## config.mk

```make
export PLATFORM = sky130hd
export DESIGN_NAME = dmem_bridge_flat
export DESIGN_NICKNAME = d
export VERILOG_FILES = /design/src/rtl/dmem_pkg.sv /design/src/rtl/dmem_bridge_if.sv /design/src/rtl/dmem_timeout_ctr.sv /design/src/rtl/dmem_bridge.sv /design/src/flat_wrapper.sv
export SDC_FILE = /design/constraint.sdc
export NUM_CORES = 1
export LEC_CHECK = 0
export CORE_ASPECT_RATIO = 0.9
export CORE_MARGIN = 2
export CORE_UTILIZATION = 25
export CTS_BUF_LIST = sky130_fd_sc_hd__clkbuf_16
export CTS_CLUSTER_DIAMETER = 50
export DETAILED_ROUTE_END_ITERATION = 6
export GPL_ROUTABILITY_DRIVEN = 0
export PLACE_DENSITY = 0.49
export SLEW_MARGIN = 20
export SYNTH_ARGS = -nofsm -noshare
export SYNTH_HDL_FRONTEND = slang
export SYNTH_SLANG_ARGS = --single-unit
```

## constraint.sdc

```tcl
create_clock -name clk -period 3.27 [get_ports clk]
set_input_delay 0.981 -clock clk [delete_from_list [all_inputs] [get_ports clk]]
set_output_delay 0.981 -clock clk [all_outputs]
set_load 0.01 [all_outputs]
```

## src/rtl/dmem_pkg.sv

```systemverilog
// Shared definitions for the CPU31 data-memory bridge: state encoding,
// error data value, latched request record and address translation.
package dmem_pkg;

  localparam logic [1:0]  S_IDLE = 2'd0;
  localparam logic [1:0]  S_REQ  = 2'd1;
  localparam logic [1:0]  S_WAIT = 2'd2;
  localparam logic [1:0]  S_DONE = 2'd3;

  localparam logic [31:0] DMEM_ERR_DATA = 32'h0;

  typedef enum logic [1:0] {
    ST_IDLE = S_IDLE,
    ST_REQ  = S_REQ,
    ST_WAIT = S_WAIT,
    ST_DONE = S_DONE
  } state_e;

  // Request captured in IDLE; drives the bus for the whole transaction
  typedef struct packed {
    logic        we;
    logic [31:0] addr;
    logic [31:0] wdata;
  } req_t;

  // Wrap-around rebase of a CPU byte address onto the bus word address
  function automatic logic [31:0] xlate_addr(input logic [31:0] a,
                                             input logic [31:0] base);
    return (a - base) & 32'hFFFF_FFFC;
  endfunction

endpackage

```

## src/rtl/dmem_bridge_if.sv

```systemverilog
// CPU-side and bus-side signals of the data-memory bridge.
// slave: the bridge's view; master: the environment (CPU + bus) view.
interface dmem_bridge_if;
  logic        cpu_cs;
  logic        cpu_r;
  logic        cpu_w;
  logic [31:0] cpu_addr;
  logic [31:0] cpu_wdata;
  logic [31:0] cpu_rdata;
  logic        cpu_stall;
  logic        cpu_err;
  logic        mem_req_valid;
  logic        mem_req_ready;
  logic        mem_we;
  logic [31:0] mem_addr;
  logic [31:0] mem_wdata;
  logic        mem_rsp_valid;
  logic [31:0] mem_rsp_rdata;

  modport slave (
    input  cpu_cs, cpu_r, cpu_w, cpu_addr, cpu_wdata,
    input  mem_req_ready, mem_rsp_valid, mem_rsp_rdata,
    output cpu_rdata, cpu_stall, cpu_err,
    output mem_req_valid, mem_we, mem_addr, mem_wdata
  );

  modport master (
    output cpu_cs, cpu_r, cpu_w, cpu_addr, cpu_wdata,
    output mem_req_ready, mem_rsp_valid, mem_rsp_rdata,
    input  cpu_rdata, cpu_stall, cpu_err,
    input  mem_req_valid, mem_we, mem_addr, mem_wdata
  );
endinterface

```

## src/rtl/dmem_timeout_ctr.sv

```systemverilog
// WAIT-phase cycle counter. Expires on the TIMEOUT-th enabled cycle after a
// clear, so the FSM spends exactly TIMEOUT cycles waiting before aborting.
module dmem_timeout_ctr #(
  parameter int unsigned TIMEOUT = 255
) (
  input  logic clk,
  input  logic reset,
  input  logic i_clr,
  input  logic i_en,
  output logic o_expire
);

  localparam logic [15:0] LIMIT = 16'(TIMEOUT - 1);

  logic [15:0] r_cnt;

  // Count enabled cycles; clear has priority
  always_ff @(posedge clk or negedge reset) begin
    if (!reset)      r_cnt <= '0;
    else if (i_clr)  r_cnt <= '0;
    else if (i_en)   r_cnt <= r_cnt + 16'd1;
  end

  assign o_expire = i_en && (r_cnt == LIMIT);

endmodule

```

## src/rtl/dmem_bridge.sv

```systemverilog
// Bridges the single-cycle CPU31 data-memory port onto a valid/ready bus.
// The core is stalled while an access is outstanding; results (data, error)
// are presented for one DONE cycle, in which the CPU commits.
module dmem_bridge
  import dmem_pkg::*;
#(
  parameter logic [31:0] BASE_ADDR = 32'h1001_0000,
  parameter int unsigned TIMEOUT   = 255
) (
  input  logic          clk,
  input  logic          reset,
  dmem_bridge_if.slave  bus
);

  state_e      r_state, w_next;
  req_t        r_req;
  logic [31:0] r_rdata;
  logic        r_err;

  logic w_new, w_illegal, w_accept, w_reject;
  logic w_clr, w_en, w_expire, w_rsp;

  // Acceptance is gated by reset so every output is 0 while reset is held
  assign w_new     = reset && (r_state == ST_IDLE) && bus.cpu_cs && (bus.cpu_r || bus.cpu_w);
  assign w_illegal = (bus.cpu_r && bus.cpu_w) || (bus.cpu_addr[1:0] != 2'b00);
  assign w_accept  = w_new && !w_illegal;
  assign w_reject  = w_new &&  w_illegal;

  assign w_clr = (r_state == ST_REQ) && bus.mem_req_ready;
  assign w_en  = (r_state == ST_WAIT);
  assign w_rsp = w_en && bus.mem_rsp_valid;

  dmem_timeout_ctr #(.TIMEOUT(TIMEOUT)) u_tmo (
    .clk      (clk),
    .reset    (reset),
    .i_clr    (w_clr),
    .i_en     (w_en),
    .o_expire (w_expire)
  );

  // Next-state decode; responses are only honoured in WAIT
  always_comb begin
    w_next = r_state;
    case (r_state)
      ST_IDLE: if (w_new)                 w_next = w_illegal ? ST_DONE : ST_REQ;
      ST_REQ:  if (bus.mem_req_ready)     w_next = ST_WAIT;
      ST_WAIT: if (w_rsp || w_expire)     w_next = ST_DONE;
      default:                            w_next = ST_IDLE;
    endcase
  end

  // State register
  always_ff @(posedge clk or negedge reset) begin
    if (!reset) r_state <= ST_IDLE;
    else        r_state <= w_next;
  end

  // Latch the request once; CPU inputs are ignored for the rest of the access
  always_ff @(posedge clk or negedge reset) begin
    if (!reset)        r_req <= '0;
    else if (w_accept) r_req <= '{we:    bus.cpu_w,
                                  addr:  xlate_addr(bus.cpu_addr, BASE_ADDR),
                                  wdata: bus.cpu_wdata};
  end

  // Result capture: a response beats a simultaneous timeout
  always_ff @(posedge clk or negedge reset) begin
    if (!reset) begin
      r_rdata <= '0;
      r_err   <= 1'b0;
    end else if (w_reject) begin
      r_rdata <= DMEM_ERR_DATA;
      r_err   <= 1'b1;
    end else if (w_rsp) begin
      r_rdata <= r_req.we ? DMEM_ERR_DATA : bus.mem_rsp_rdata;
      r_err   <= 1'b0;
    end else if (w_expire) begin
      r_rdata <= DMEM_ERR_DATA;
      r_err   <= 1'b1;
    end
  end

  // Output decode; bus payload is only driven while the request is offered
  assign bus.cpu_stall     = w_accept || (r_state == ST_REQ) || (r_state == ST_WAIT);
  assign bus.cpu_rdata     = (r_state == ST_DONE) ? r_rdata : 32'h0;
  assign bus.cpu_err       = (r_state == ST_DONE) && r_err;
  assign bus.mem_req_valid = (r_state == ST_REQ);
  assign bus.mem_we        = (r_state == ST_REQ) && r_req.we;
  assign bus.mem_addr      = (r_state == ST_REQ) ? r_req.addr  : 32'h0;
  assign bus.mem_wdata     = (r_state == ST_REQ) ? r_req.wdata : 32'h0;

endmodule

```

## src/flat_wrapper.sv

```systemverilog
// flat-port wrapper written by rule: the top's interface ports become plain ports
module dmem_bridge_flat import dmem_pkg::*;
#(
  parameter logic [31:0] BASE_ADDR = 32'h1001_0000,
  parameter int unsigned TIMEOUT   = 255
)
  (clk, reset, bus_cpu_cs, bus_cpu_r, bus_cpu_w, bus_cpu_addr, bus_cpu_wdata, bus_mem_req_ready, bus_mem_rsp_valid, bus_mem_rsp_rdata, bus_cpu_rdata, bus_cpu_stall, bus_cpu_err, bus_mem_req_valid, bus_mem_we, bus_mem_addr, bus_mem_wdata);
  dmem_bridge_if bus_i ();
  input  logic clk;
  input  logic reset;
  input wire logic [$bits(bus_i.cpu_cs)-1:0] bus_cpu_cs;
  input wire logic [$bits(bus_i.cpu_r)-1:0] bus_cpu_r;
  input wire logic [$bits(bus_i.cpu_w)-1:0] bus_cpu_w;
  input wire logic [$bits(bus_i.cpu_addr)-1:0] bus_cpu_addr;
  input wire logic [$bits(bus_i.cpu_wdata)-1:0] bus_cpu_wdata;
  input wire logic [$bits(bus_i.mem_req_ready)-1:0] bus_mem_req_ready;
  input wire logic [$bits(bus_i.mem_rsp_valid)-1:0] bus_mem_rsp_valid;
  input wire logic [$bits(bus_i.mem_rsp_rdata)-1:0] bus_mem_rsp_rdata;
  output wire logic [$bits(bus_i.cpu_rdata)-1:0] bus_cpu_rdata;
  output wire logic [$bits(bus_i.cpu_stall)-1:0] bus_cpu_stall;
  output wire logic [$bits(bus_i.cpu_err)-1:0] bus_cpu_err;
  output wire logic [$bits(bus_i.mem_req_valid)-1:0] bus_mem_req_valid;
  output wire logic [$bits(bus_i.mem_we)-1:0] bus_mem_we;
  output wire logic [$bits(bus_i.mem_addr)-1:0] bus_mem_addr;
  output wire logic [$bits(bus_i.mem_wdata)-1:0] bus_mem_wdata;
  assign bus_i.cpu_cs = bus_cpu_cs;
  assign bus_i.cpu_r = bus_cpu_r;
  assign bus_i.cpu_w = bus_cpu_w;
  assign bus_i.cpu_addr = bus_cpu_addr;
  assign bus_i.cpu_wdata = bus_cpu_wdata;
  assign bus_i.mem_req_ready = bus_mem_req_ready;
  assign bus_i.mem_rsp_valid = bus_mem_rsp_valid;
  assign bus_i.mem_rsp_rdata = bus_mem_rsp_rdata;
  assign bus_cpu_rdata = bus_i.cpu_rdata;
  assign bus_cpu_stall = bus_i.cpu_stall;
  assign bus_cpu_err = bus_i.cpu_err;
  assign bus_mem_req_valid = bus_i.mem_req_valid;
  assign bus_mem_we = bus_i.mem_we;
  assign bus_mem_addr = bus_i.mem_addr;
  assign bus_mem_wdata = bus_i.mem_wdata;
  dmem_bridge #(.BASE_ADDR(BASE_ADDR), .TIMEOUT(TIMEOUT)) u_core (.clk(clk), .reset(reset), .bus(bus_i));
endmodule
```

== Yosys cells after proc, flatten, opt, wreduce, memory -nomap -nowiden ==
Cells that the tools add are included.

* Logic and storage cells: 55
* Flip-flop bits (word level): 114
* Input bits: 103
* Output and inout bits: 100

* Equality and inequality tests: 7
* Multiplexer cells: 17
* Reductions and logical operators: 22
* $add $sub $neg: 2

{| class="wikitable"
|+ Operators with widths
! operator !! count
|-
| 32-bit 2-to-1 mux || 7
|-
| 16-bit 2-to-1 mux || 2
|-
| 32-bit by 29-bit subtractor with 32-bit output, second input constant || 1
|-
| 16-bit by 1-bit adder with 16-bit output, second input constant || 1
|-
| 16-bit by 8-bit equality test with 1-bit output, second input constant || 1
|-
| 1-bit logical AND || 11
|-
| 2-bit 2-to-1 mux || 4
|-
| 2-bit case mux with 3 select lines || 1
|-
| 1-bit logical OR || 5
|-
| 2-bit equality test, second input constant || 2
|-
| 2-bit by 1-bit != test with 1-bit output, second input constant || 2
|-
| 2-bit nonzero test || 2
|-
| 1-bit 2-to-1 mux || 3
|-
| 3-bit AND reduction || 1
|-
| 3-bit nonzero test || 1
|-
| 2-bit by 1-bit equality test with 1-bit output, second input constant || 1
|-
| 2-bit logical NOT || 1
|-
| 2-bit != test, second input constant || 1
|-
| 1-bit logical NOT || 1
|}

== Longest topological paths before layout ==
* Word-level depth: 7
* Gate-level depth with buffers: 8

== Hierarchy ==
From an unflattened synthesis, not the netlist that was laid out.

* Cells, all modules: 592
* Area total of the unflattened synthesis: 5537.8 µm²

{| class="wikitable"
|+ Modules (own cells, without submodules)
! module !! area an instance (µm²) !! instances !! cells each !! seq. area each (µm²)
|-
| dmem_bridge || 4672.0 || 1 || 502 || 2452.4
|-
| dmem_timeout_ctr || 865.8 || 1 || 90 || 400.4
|}

== Worst setup path before layout ==
No wires, ideal clock.

* Kind: input -> output
* From: input port bus_cpu_r
* To: output port bus_cpu_stall
* Stages on the path: 3
* Setup slack: 0.371 ns
* Buffers on the path: 0
* Arrival: 1.918 ns
* Cell sequence: a211o_1 -> nor3_1 -> or3_1

* Cells in the longest elaborated chain, start to end: 6

{| class="wikitable"
|+ RTL lines
! element !! RTL line !! RTL
|-
| from (decl) || flat_wrapper.sv:12 || <nowiki>input wire logic [$bits(bus_i.cpu_r)-1:0] bus_cpu_r;</nowiki>
|-
| 1-bit logical AND || dmem_bridge.sv:25 || <nowiki>assign w_illegal = (bus.cpu_r && bus.cpu_w) || (bus.cpu_addr[1:0] != 2'b00);</nowiki>
|-
| 1-bit logical OR || dmem_bridge.sv:25 ||
|-
| 1-bit logical NOT || dmem_bridge.sv:26 || <nowiki>assign w_accept = w_new && !w_illegal;</nowiki>
|-
| 1-bit logical AND * || dmem_bridge.sv:26 ||
|-
| 1-bit logical OR * (2 in a row) || dmem_bridge.sv:84 || <nowiki>assign bus.cpu_stall = w_accept || (r_state == ST_REQ) || (r_state == ST_WAIT);</nowiki>
|-
| to (decl) || flat_wrapper.sv:20 || <nowiki>output wire logic [$bits(bus_i.cpu_stall)-1:0] bus_cpu_stall;</nowiki>
|}

Mark *: on every way between the ends. The rest lies on a longest branch, timed or not.

== Worst setup path after layout ==
Same ends and word-level chain as after synthesis.

==> flow_summary_export.csv <==
group,metric,value,unit
run_status,outcome,"finished, final reports clean",
global_route,grt_overflow_total,0,
power,power,0.00598,W
layout,layout-drive-gt1-share,0.0766,
global_route,grt_pass1_wl,26100,um
sta,finalSetupViolations,0,
clocking,clock-root-buffer,"clkbuf_16",
layout,fillers,2193,
die,io_pins,203,
routing,drc,0,
routing,met3WireLength,1620,um
routing,wl,16000,um
layout,nets,894,
clocking,cts.sinks,114,
yosys,synthCells,582,
routing,firstDrtPassIters,5,
yosys,synth_edf_count,0,
routing,wire_per_inst,14.7,um
layout,syn_to_final_growth,53.0,%
routing,highest_layer,"met4",
clocking,cts_made_buffers,17,
routing,dr_total_vias,4661,
die,initial_utilization,0.253,
setup_path,ff2ff_path_depth,7,
power,p_per_area,716,nW/um^2
yosys,synth.avg_cell_area,9.38,um^2
sta,min_period,3.20,ns
routing,via_per_inst,4.29,
power,vdd_ir_drop_max,0.253,mV
yosys,synth-async-reset-ratio,1.00,
clocking,htree_num_levels,4,
yosys,synth_seq_cells,114,
layout,diodes,0,
yosys,yosysUniqueCellTypes,45,
placement,hpwl,11100,um
routing,route.met2.wl,7010,um
clocking,clk_latency,0.42,ns
clocking,ctsLongestPathBuffers,2,
hold_path,hold_end,"u_core.r_req[37]",
placement,port_buffers,200,
placement,dp_cells,1054,
global_route,antenna_found_initial,0,
layout,instances_no_fill,1087,
sta,fmax,0.312,GHz
hold_path,worstHoldPathType,"reg -> reg",
global_route,grt_usage,0.144,
sta,finalHoldViolCount,0,
sta,slew_viol_final,0,
hold_path,worstHoldStart,"u_core.r_req[37]",
sta,period_share,0.980,
routing,wl_met1,7250,um
clocking,cts.reportedPaths.clkPinSlew,0.05,ns
global_route,grt_max_degree,76,
setup_path,endpoint_kind,"output port",
die,coreArea,21600,um^2
die,fp.dieW,160,um
setup_path,worstPathMaxFanout,2,
sta,finalSetupTns,0,ns
die,die_h,144,um
routing,antenna_left,0,
sta,slew_headroom,0.397,
setup_path,r2r_end,"u_core.r_rdata[2]",
global_route,grt_pass1_vias,4944,
hold_path,hold_depth,2,
setup_path,arrival,2.22,ns
die,dieArea,23000,um^2
setup_path,worst_setup_path_start_kind,"primary input",
power,power_leakage,3.76,nW
layout,fin_util,0.387,
setup_path,regToRegStartpoint,"u_core.r_state[0]",
routing,drt_iter0_markers,221,
setup_path,path_class,"in -> out",
yosys,yosys_most_used_dff,"dfrtp_1",
yosys,seq_area_frac_synth,0.522,
yosys,yosysWarnings,0,
die,rows,51,
setup_path,r2r_slack,0.63,ns
setup_path,cp_data_required_time,2.29,ns
sta,fin_worst_skew,0.0100,ns
yosys,netlist_area,5460,um^2
sta,tightest_slew,0.904,ns
run,maxCapViolations,0,
clocking,tritoncts,"done",
==> worst max-delay path by stage <==
stage | startpoint | to | slack [ns]
CTS | bus_cpu_r | bus_cpu_stall | 0.06
finish | bus_cpu_r | bus_cpu_stall | 0.07
detailed placement | bus_cpu_r | bus_cpu_stall | -0.38
floorplan | bus_cpu_r | bus_cpu_stall | 0.37
global route | bus_cpu_r | bus_cpu_stall | -0.004
global placement | bus_cpu_w | bus_cpu_stall | -0.37
==> layout by cell type, fill, tap and decap left out, types with 2 or more instances in the layout <==
cell type	instances
nor3_1	2
ha_1	7
nand4_1	4
nand2b_1	2
buf_4	14
xor2_1	15
buf_12	2
o21ai_1	2
clkbuf_16	17
a21oi_1	3
o31ai_1	2
nor4_1	3
nor2_1	27
clkinv_4	4
and3_1	2
dfrtp_1	114
xnor2_1	12
nand3_1	6
conb_1	2
and2_1	97
inv_6	2
or3_1	3
inv_1	7
nor3_2	3
clkdlybuf4s50_1	197
nand2_1	167
o21ai_0	15
a22o_1	32
a31oi_1	2
clkinvlp_4	7
==> cell type report <==
type | count | area, um^2 | share of cell area
flip-flops and latches | 114 | 2850 | 0.341
multi-input cells | 428 | 2440 | 0.292
repair buffers | 215 | 2130 | 0.255
clock buffers | 17 | 425 | 0.0509
well taps | 291 | 364 | 0.0436
clock inverters | 15 | 114 | 0.0136
inverters | 7 | 26.3 | 0.00314
==> cells in the mapped netlist, drive strengths merged (3+ instances only) <==
master,number,share of area
a22o,32,0.051
nand2,167,0.11
inv,7,0.0048
ha,8,0.018
nor2,27,0.019
a21oi,3,0.0027
nand4,4,0.0046
nor4,4,0.0073
nand3,6,0.0055
and2,97,0.11
or3,4,0.0046
dfrtp,114,0.52
buf,9,0.013
xor2,15,0.024
nor3,5,0.0055
o21ai,18,0.017
xnor2,12,0.019
clkbuf,25,0.017
==> sequential cells by signal (all words and copies together), names as in the netlist <==
register,count
u_core.r_rdata,32
u_core.u_tmo.r_cnt,16
u_core.r_state,2
u_core.r_err,1
u_core.r_req,63
==> critical path, stage by stage <==
cell             delay [ns]
clkdlybuf4s50_1        0.45
o211ai_1               0.26
nor3_2                 0.07
or3_1                  0.30
buf_2                  0.15
==> where the power goes <==
part | switching [W] | internal, W | leakage (nW)
combinational | 0.000944 | 0.00102 | 2.04
sequential | 0.000326 | 0.00201 | 1.49
clock | 0.000713 | 0.000970 | 0.242
total | 0.00198 | 0.00400 | 3.76
==> timing repair <==
action,in CTS,in global routing
pin swaps,3,1
gates resized for setup,5,0
hold buffers,0,0
endpoints found under the setup margin,1,1
buffers inserted,0,1
==> metrics by stage <==
step           hold WS [ns]  area [um^2]  setup slack [ns]
2_1_floorplan         0.438         5460             0.371
3_3_place_gp          0.450         7820            -0.371
3_5_place_dp          0.454         7820            -0.378
4_1_cts               0.470         8350            0.0559
5_1_grt               0.484         8360          -0.00410
6_report              0.464         8360            0.0664
==> layer usage <==
metal  GRT usage  vias to the layer above
li1            -                     2284
met1       0.177                     2199
met2       0.224                      169
met3      0.0757                        9
met4      0.0346                        0
met5           0                        -
==> cell families after synthesis <==
kind of cell | after synthesis | synth area share
other | 1 | 0.000687
AND/OR/NAND/NOR | 327 | 0.291
adder cells (fa/ha/maj) | 8 | 0.0183
flip-flops | 114 | 0.522
multiplexers | 1 | 0.00206
buffers and inverters | 41 | 0.0346
XOR/XNOR | 27 | 0.0433
AO/OA/AOI/OAI | 63 | 0.0875
(Power assumes the default switching activity.)
